### src/rtl/result_pkg.sv
// rtl/result_pkg.sv - shared state type, delay-depth and row-index helpers for result_deskew
package result_pkg;

    typedef enum logic [1:0] {
        IDLE    = 2'd0,
        COLLECT = 2'd1,
        DRAIN   = 2'd2,
        DONE    = 2'd3
    } state_e;

    localparam int MATRIX_SIZE_DEF = 2;

    // Column c leaves the array c cycles after column 0, so it needs the complementary delay.
    function automatic int delay_depth(input int n, input int col);
        return n - 1 - col;
    endfunction

    function automatic int row_idx_width(input int n);
        return $clog2(n) + 1;
    endfunction

    localparam int ROW_IDX_W = row_idx_width(MATRIX_SIZE_DEF);

endpackage

### src/rtl/row_fifo.sv
// rtl/row_fifo.sv - synchronous FIFO for assembled rows; push while full is accepted only with a pop
module row_fifo
    import result_pkg::*;
#(
    parameter int WIDTH = 64,
    parameter int DEPTH = 4
) (
    input  logic             clk_i,
    input  logic             reset_i,
    input  logic             push_i,
    input  logic             pop_i,
    input  logic [WIDTH-1:0] wdata_i,
    output logic             full_o,
    output logic             empty_o,
    output logic [WIDTH-1:0] rdata_o
);

    localparam int AW = $clog2(DEPTH);

    logic [AW:0]      wr_q, wr_d, rd_q, rd_d;
    logic [WIDTH-1:0] mem_q [DEPTH];
    logic             do_push, do_pop;

    // The extra pointer bit tells a full buffer apart from an empty one.
    assign empty_o = (wr_q == rd_q);
    assign full_o  = (wr_q[AW] != rd_q[AW]) && (wr_q[AW-1:0] == rd_q[AW-1:0]);
    assign do_pop  = pop_i && !empty_o;
    assign do_push = push_i && (!full_o || do_pop);
    assign wr_d    = do_push ? wr_q + 1'b1 : wr_q;
    assign rd_d    = do_pop  ? rd_q + 1'b1 : rd_q;
    assign rdata_o = mem_q[rd_q[AW-1:0]];

    always_ff @(posedge clk_i or posedge reset_i) begin
        if (reset_i) begin
            wr_q <= '0;
            rd_q <= '0;
        end else begin
            wr_q <= wr_d;
            rd_q <= rd_d;
        end
    end

    always_ff @(posedge clk_i) begin
        if (do_push) begin
            mem_q[wr_q[AW-1:0]] <= wdata_i;
        end
    end

endmodule

### src/rtl/result_deskew.sv
// rtl/result_deskew.sv - deskews systolic column results into rows, buffers them; RESULT_ROWCHECK_EN adds row-count check
module result_deskew
    import result_pkg::*;
#(
    parameter int MATRIX_SIZE = MATRIX_SIZE_DEF,
    parameter int DATA_SIZE   = 32,
    parameter int FIFO_DEPTH  = 4
) (
    input  logic                               clk,
    input  logic                               reset,
    input  logic                               general_enable,
    input  logic                               start,
    input  logic [MATRIX_SIZE-1:0]             col_valid,
    input  logic [MATRIX_SIZE*DATA_SIZE-1:0]   col_data,
    input  logic                               sched_done,
    output logic                               out_valid,
    input  logic                               out_ready,
    output logic [MATRIX_SIZE*DATA_SIZE-1:0]   out_data,
    output logic [row_idx_width(MATRIX_SIZE)-1:0] out_row_idx,
    output logic                               all_rows_out,
    output logic                               overflow,
    output logic                               skew_err,
    output logic                               row_count_err
);

    localparam int N     = MATRIX_SIZE;
    localparam int DW    = DATA_SIZE;
    localparam int IDX_W = row_idx_width(MATRIX_SIZE);

    logic [N-1:0]    aligned_v;
    logic [N*DW-1:0] aligned_d;
    logic [N-1:0]    stage_any;

    for (genvar c = 0; c < N; c++) begin : g_col
        localparam int D = delay_depth(N, c);
        if (D == 0) begin : g_pass
            assign aligned_v[c]           = col_valid[c];
            assign aligned_d[c*DW +: DW]  = col_data[c*DW +: DW];
            assign stage_any[c]           = 1'b0;
        end else begin : g_dly
            logic [D-1:0]  v_q;
            logic [DW-1:0] d_q [D];
            always_ff @(posedge clk or posedge reset) begin
                if (reset) begin
                    v_q <= '0;
                    for (int k = 0; k < D; k++) d_q[k] <= '0;
                end else if (general_enable) begin
                    v_q[0] <= col_valid[c];
                    d_q[0] <= col_data[c*DW +: DW];
                    for (int k = 1; k < D; k++) begin
                        v_q[k] <= v_q[k-1];
                        d_q[k] <= d_q[k-1];
                    end
                end
            end
            assign aligned_v[c]          = v_q[D-1];
            assign aligned_d[c*DW +: DW] = d_q[D-1];
            assign stage_any[c]          = |v_q;
        end
    end

    logic push_w, skew_hit, pop_w, fifo_full, fifo_empty;
    logic [N*DW-1:0] fifo_rdata;

    assign push_w   = general_enable && (&aligned_v);
    assign skew_hit = general_enable && (|aligned_v) && !(&aligned_v);
    assign pop_w    = out_valid && out_ready;

    row_fifo #(.WIDTH(N*DW), .DEPTH(FIFO_DEPTH)) u_row_fifo (
        .clk_i   (clk),
        .reset_i (reset),
        .push_i  (push_w),
        .pop_i   (pop_w),
        .wdata_i (aligned_d),
        .full_o  (fifo_full),
        .empty_o (fifo_empty),
        .rdata_o (fifo_rdata)
    );

    assign out_valid = !fifo_empty;
    assign out_data  = fifo_empty ? '0 : fifo_rdata;

    state_e           state_q, state_d;
    logic [IDX_W-1:0] idx_q, idx_d;
    logic             ovf_q, ovf_d, skew_q, skew_d, all_q, all_d, enter_done;

    always_comb begin
        state_d = state_q;
        idx_d   = pop_w ? idx_q + 1'b1 : idx_q;
        ovf_d   = ovf_q | (push_w & fifo_full & ~pop_w);
        skew_d  = skew_q | skew_hit;
        case (state_q)
            IDLE:    if (general_enable && (|col_valid)) state_d = COLLECT;
            COLLECT: if (sched_done) state_d = DRAIN;
            DRAIN:   if (!(|stage_any) && fifo_empty && !push_w) state_d = DONE;
            default: state_d = state_q;
        endcase
        // start restarts bookkeeping only; buffered rows survive it.
        if (start) begin
            state_d = IDLE;
            idx_d   = '0;
            ovf_d   = 1'b0;
            skew_d  = 1'b0;
        end
        all_d      = (state_d == DONE);
        enter_done = (state_q != DONE) && (state_d == DONE);
    end

    always_ff @(posedge clk or posedge reset) begin
        if (reset) begin
            state_q <= IDLE;
            idx_q   <= '0;
            ovf_q   <= 1'b0;
            skew_q  <= 1'b0;
            all_q   <= 1'b0;
        end else begin
            state_q <= state_d;
            idx_q   <= idx_d;
            ovf_q   <= ovf_d;
            skew_q  <= skew_d;
            all_q   <= all_d;
        end
    end

    assign out_row_idx  = idx_q;
    assign all_rows_out = all_q;
    assign overflow     = ovf_q;
    assign skew_err     = skew_q;

`ifdef RESULT_ROWCHECK_EN
    logic rce_q, rce_d;

    always_comb begin
        rce_d = rce_q;
        if (enter_done && (idx_q != IDX_W'(N))) rce_d = 1'b1;
        if (start) rce_d = 1'b0;
    end

    always_ff @(posedge clk or posedge reset) begin
        if (reset) rce_q <= 1'b0;
        else       rce_q <= rce_d;
    end

    assign row_count_err = rce_q;
`else
    assign row_count_err = 1'b0;
`endif

endmodule

### config.mk
export PLATFORM = sky130hd
export DESIGN_NAME = result_deskew
export DESIGN_NICKNAME = d
export VERILOG_FILES = /design/src/rtl/result_pkg.sv /design/src/rtl/row_fifo.sv /design/src/rtl/result_deskew.sv
export SDC_FILE = /design/constraint.sdc
export NUM_CORES = 1
export LEC_CHECK = 0
export ABC_AREA = 1
export CORE_MARGIN = 5
export CORE_UTILIZATION = 45
export CTS_BUF_LIST = sky130_fd_sc_hd__clkbuf_4
export DETAILED_ROUTE_END_ITERATION = 7
export HOLD_SLACK_MARGIN = 0.06
export PLACE_DENSITY = 0.78
export SETUP_SLACK_MARGIN = 0.4
export SYNTH_ARGS = -nofsm -noshare
export SYNTH_HDL_FRONTEND = slang
export SYNTH_HIERARCHICAL = 1
export SYNTH_SLANG_ARGS = --single-unit
### constraint.sdc
create_clock -name clk -period 10.1 [get_ports clk]
set_input_delay 2.02 -clock clk [delete_from_list [all_inputs] [get_ports clk]]
set_output_delay 2.02 -clock clk [all_outputs]
set_load 0.005 [all_outputs]
# Yosys cells after proc, flatten, opt, wreduce, memory -nomap -nowiden
# Memories as Yosys holds them, arrays and structs flattened.
# Cells that the tools add are included.
# word_totals
mem_bits_rw	256
mem_count	1
inputBits	72
reg_bits	46
word_cells	57
output_inout_bits	71
# memory_table
memory	words	word_bits	rd	rd_ports_with_merged_regs	wr	line	text
u_row_fifo.mem_q	4	64	1	0	1	row_fifo.sv:21	logic [WIDTH-1:0] mem_q [DEPTH];
# op_classes
reduce_logical	21
n_addsub	3
n_eq_ne	6
n_mux	12
n_bitwise	5
# ops
operator	n
$mux W64	1
$mux W2	6
$logic_and A1 B1 Y1	10
$add A3 B1 Y3 const B	2
$pmux W2 S3	1
$logic_not A1 Y1	5
$eq A2 B2 Y1 const B	2
$mux W1	4
$reduce_or A2 Y1	2
$eq A3 B3 Y1	1
$add A2 B1 Y2 const B	1
$and A1 B1 Y1	2
$eq A2 B1 Y1 const B	1
$eq A2 B2 Y1	1
$logic_not A2 Y1	1
$or A1 B1 Y1	2
$reduce_and A2 Y1	1
$reduce_bool A2 Y1	1
$logic_or A1 B1 Y1	1
$ne A1 B1 Y1	1
$not A1 Y1	1

# Longest topological paths before layout
# logic_depth
ltp_word	8
ltp_mapped	12
mapped_depth_nobuf	12

# Cells and area by module
# The synthesis kept the hierarchy.
# by_module_without_submodules
module	n_inst	seq_area_each_um2	cells_per_inst	area_each_um2
row_fifo	1	7837.5	680	9933.3
result_deskew	1	1001.0	321	2113.3

# Worst setup path before layout
# Ideal clock, no wire load.
# synth_path
kind	in2reg
start	input out_ready
end	memory u_row_fifo.mem_q[0][0], enable pin
path_buffers	0
path_stages	6
setup_time_ns	0.486
t_required_ns	9.614
t_arrival_ns	5.255
path_slack_ns	4.359
cell_sequence	inv_1 -> nor2_2 -> inv_1 -> nand4_2 -> nand2_2 -> nor2_1
# synth_between
elab_chain_len	6
# synth_lines
item	line	text
start, declared	result_deskew.sv:17	input logic out_ready,
$logic_and A1 B1 Y1	result_deskew.sv:67	assign pop_w = out_valid && out_ready;
named net pop_w	result_deskew.sv:62	logic push_w, skew_hit, pop_w, fifo_full, fifo_empty;
$logic_and A1 B1 Y1	row_fifo.sv:27	assign do_pop = pop_i && !empty_o;
$logic_or A1 B1 Y1	row_fifo.sv:28	assign do_push = push_i && (!full_o || do_pop);
$logic_and A1 B1 Y1	row_fifo.sv:28	
$mux W1	row_fifo.sv:44	if (do_push) begin
$mux W1 (implied by the code)	row_fifo.sv:45	mem_q[wr_q[AW-1:0]] <= wdata_i;
end, declared	row_fifo.sv:21	
# The timed path passes the listed nets, and every way through them passes these cells.

# Worst setup path in the final report
# layout_path
start	register u_row_fifo.rd_q[1]
end	output out_data[6]
# layout_between
elab_chain_len	2
word_cells_on_any_way	3
classes_between	1 x eq/ne; 1 x mux; 1 x memory
# layout_lines
item	line	text
start, declared	row_fifo.sv:20	logic [AW:0] wr_q, wr_d, rd_q, rd_d;
start signal, assigned	row_fifo.sv:39	rd_q <= rd_d;
$eq A3 B3 Y1	row_fifo.sv:25	assign empty_o = (wr_q == rd_q);
named net fifo_empty	result_deskew.sv:62	
$mux W64	result_deskew.sv:81	assign out_data = fifo_empty ? '0 : fifo_rdata;
end, declared	result_deskew.sv:18	output logic [MATRIX_SIZE*DATA_SIZE-1:0] out_data,
# The timed path passes the listed nets, and every way through them passes these cells.

==> out/results.tsv <==
stage	metric	value	unit
critical_path	critical_path_buf_inv_count	5	
sta	fin_crit_sh	64.00	%
sta	skew	0.02516	ns
placement	portBuffers	141	
power_and_ir_drop	p_per_area	278.9	nW/um^2
placement	dp_hpwl	15170	microns
power_and_ir_drop	swShare	33.14	%
global_routing	grt_util_all_layers	17.31	%
cells_and_area	fin_cells	1560	
cts	cts_repair_resize_count	0	
sta	fmax	154.7	MHz
route	first_pass_iters	5	
cts	clockRootBuffer	clkbuf_4	
placement	dp.cells	1428	
logic_synthesis	synth-seq-area-share	73.37	%
logic_synthesis	yosys.area.top_type_share	63.81	%
cts	cts_buffers	72	
sta	fin_setup_tns	0	ns
sta	period_minus_slack	6.464	ns
cts	cts_sinks	302	
floorplan	core-area	26210	sq um
power_and_ir_drop	p_comb_share	37.3	%
critical_path	cp.arrival	4.44	ns
logic_synthesis	synth_warnings	6	
sta	finalHoldViolations	0	
route	wl	26710	microns
cells_and_area	drive_above_1_share	11.53	%
critical_path	r2r_slack	4.70	ns
flow_run	cap_violations	0	
global_routing	grt-ovfl-total	0	
critical_path	crit_start	u_row_fifo/rd_q[1]	
critical_path	worstPathCellList	buf_4 > inv_2 > nand2_1 > nand2_1 > nand3_2 > inv_2 > buf_4 > nor2_1 > clkdlybuf4s50_1	
global_routing	grt_pass1_wl	41770	microns
logic_synthesis	synth_seq_cells	302	
cts	cts_setup_buffers	0	
logic_synthesis	synth.distinct_cells	25	
cells_and_area	nFillCells	2108	
critical_path	endpoint_kind	output port	
cts	clkSlewWorstSetupHoldPaths	0.07	ns
critical_path	r2r_cells	13	
placement	place.gp.congestion	0.7825	
floorplan	fp.dieH	173.6	microns
route	drt-wirelength-per-cell	17.12	microns
logic_synthesis	synth.top_cells.by_count	edfxtp_1 (256), nor2_1 (206), nand2_1 (130)	
floorplan	rows	59	
critical_path	cpPeakStageDelay	1.02	ns
logic_synthesis	syn_nets	1078	
floorplan	dieArea	30140	sq um
logic_synthesis	synthTopCellsByArea	edfxtp_1 (64%), dfrtp_1 (9.6%), nor2_1 (6.4%)	
cts	htree_num_levels	3	
power_and_ir_drop	clockPowerShare	25.4	%
route	drt_iter0_drc	619	
cts	cts_tree	done	
sta	worstMarginPinSlew	1.249	ns
cells_and_area	regArea	8843	sq um
critical_path	critPathTopFamily	buffers and inverters	
critical_path	path_class	reg -> out	
cells_and_area	fin_nets	1244	
global_routing	grt_pass1_vias	8148	
critical_path	r2r-start	u_row_fifo/rd_q[1]	
sta	slew_headroom	16.58	%
run_status	status	complete, no violations	
critical_path	path_depth	9	
critical_path	crit_slowest_cell	inv_2	
logic_synthesis	synth_area_per_cell	12.03	sq um
power_and_ir_drop	p_sw	0.001350	W
global_routing	grt_antenna_before_repair	2	
cts	hold_buffers	0	
floorplan	die_w	173.6	microns
power_and_ir_drop	vdd_ir_drop_max	0.2006	mV
critical_path	timing.rr.end	u_row_fifo/mem_q[1][36]	
route	ant_nets	0	
sta	rsz0062_at_grt	false	
logic_synthesis	synthMostInstantiatedCell	edfxtp_1	
logic_synthesis	synth_ff_type	edfxtp_1	
route	drc	0	
route	via_per_inst	5.146	
logic_synthesis	synth_edf_count	256	
power_and_ir_drop	internal-power	0.002723	W
critical_path	critPathMaxFanout	68	
logic_synthesis	yosysTopAreaCell	edfxtp_1	
logic_synthesis	async_flop_share	15.23	%
cts	clk_latency	0.64	ns
global_routing	grt_start_max_net_pins	92	
floorplan	io_pins	143	
cells_and_area	fin_util	55.74	%
power_and_ir_drop	p_leak	5.598	nW
min_path	worstHoldStart	overflow	
logic_synthesis	synth_area	12050	sq um
floorplan	initial_core_util	45.97	%
cells_and_area	multi_input_area	2550	sq um
cells_and_area	syn2layout_area_growth	21.26	%
critical_path	crit_path_end	out_data[6]	
min_path	holdCritPathClass	reg -> reg	
logic_synthesis	netlist_instances	1001	
critical_path	startpoint_type	flop	
power_and_ir_drop	p_seq_share	37.3	%
sta	final-setup-viol-count	0	
route	num_vias	8028	
cts	clockBufferDepth	3	
sta	final_max_slew_viol_count	0	
critical_path	cp_data_required_time	8.08	ns
-- power groups by stage --
stage	registers [W]	clock network (W)	logic [W]
after floorplan	0.00150	0	0.000855
final	0.00152	0.00104	0.00152
after global placement	0.00154	0	0.00150
after global routing	0.00153	0.00113	0.00167
after detailed placement	0.00154	0	0.00153
after CTS	0.00152	0.00106	0.00154
-- worst min-delay path, cell delays in order, from the launching register on --
cell and delay (ns):
dfrtp_1 0.35, a21oi_1 0.05, nor2_1 0.07
-- worst min-delay path by stage --
stage	end	cells past startpoint
after global routing	u_row_fifo/mem_q[1][25]	0
after global placement	u_row_fifo/mem_q[1][19]	0
after floorplan	u_row_fifo/mem_q[0][0]	0
final	overflow	2
after CTS	u_row_fifo/mem_q[3][2]	0
after detailed placement	u_row_fifo/mem_q[2][2]	0
-- cells in the final DEF, fill, tap and decap left out, types with 8 or more instances in the layout --
| master | n |
|---|---|
| dfrtp_1 | 44 |
| o22ai_1 | 64 |
| o21ai_0 | 84 |
| nand2_1 | 130 |
| o21ai_1 | 45 |
| clkdlybuf4s50_1 | 140 |
| nor2_1 | 202 |
| clkinv_1 | 15 |
| clkbuf_4 | 106 |
| inv_1 | 82 |
| buf_4 | 8 |
| edfxtp_1 | 256 |
-- cell type report --
cell class | count | area share, %
sequential | 302 | 60.54
tap | 335 | 2.869
clock inverter | 24 | 1.362
clock buffer | 106 | 5.448
antenna | 2 | 0.03426
timing repair buffer | 149 | 10.04
multi-input combinational | 555 | 17.46
inverter | 87 | 2.253
-- metal layers --
metal	routed length [microns]	share of wire, %	up-vias	global-route usage, %
met2	13100	49	344	28.78
met1	10840	41	3821	21.69
li1	-	-	3817	-
met5	0	0	-	0
met3	2125	8.0	46	4.449
met4	636	2.4	0	7.324
-- state kept, by name, indices dropped and copies added, names as in the netlist, 2 cells and up --
name,flops
u_row_fifo/mem_q,256
g_col.g_dly.d_q,32
u_row_fifo/rd_q,3
u_row_fifo/wr_q,3
out_row_idx,2
state_q,2
-- metrics by stage --
stage               hold WS (ns)  total power [W]  area (sq um)  worst slack (ns)
global placement          0.4940         0.003038         13610             4.408
CTS                       0.5059         0.004120         14600             3.571
detailed placement        0.4982         0.003072         13610             4.303
finish                    0.5083         0.004074         14610             3.636
floorplan                 0.4763         0.002357         12050             4.359
global route              0.5269         0.004327         14610             3.309
-- logic make-up (layout without fill, tap and decap cells) --
group           Yosys count  in the layout  share of synthesized area (%)
simple gates            348            348                          11.10
flops                   302            302                          73.37
compound gates          198            198                          8.891
buf+inv                 144            366                          5.713
fa+ha+maj                 5              5                         0.5193
xor+xnor                  3              3                         0.3740
other cells               1              3                        0.03113
Note: power is estimated with default switching activity, not from simulation.
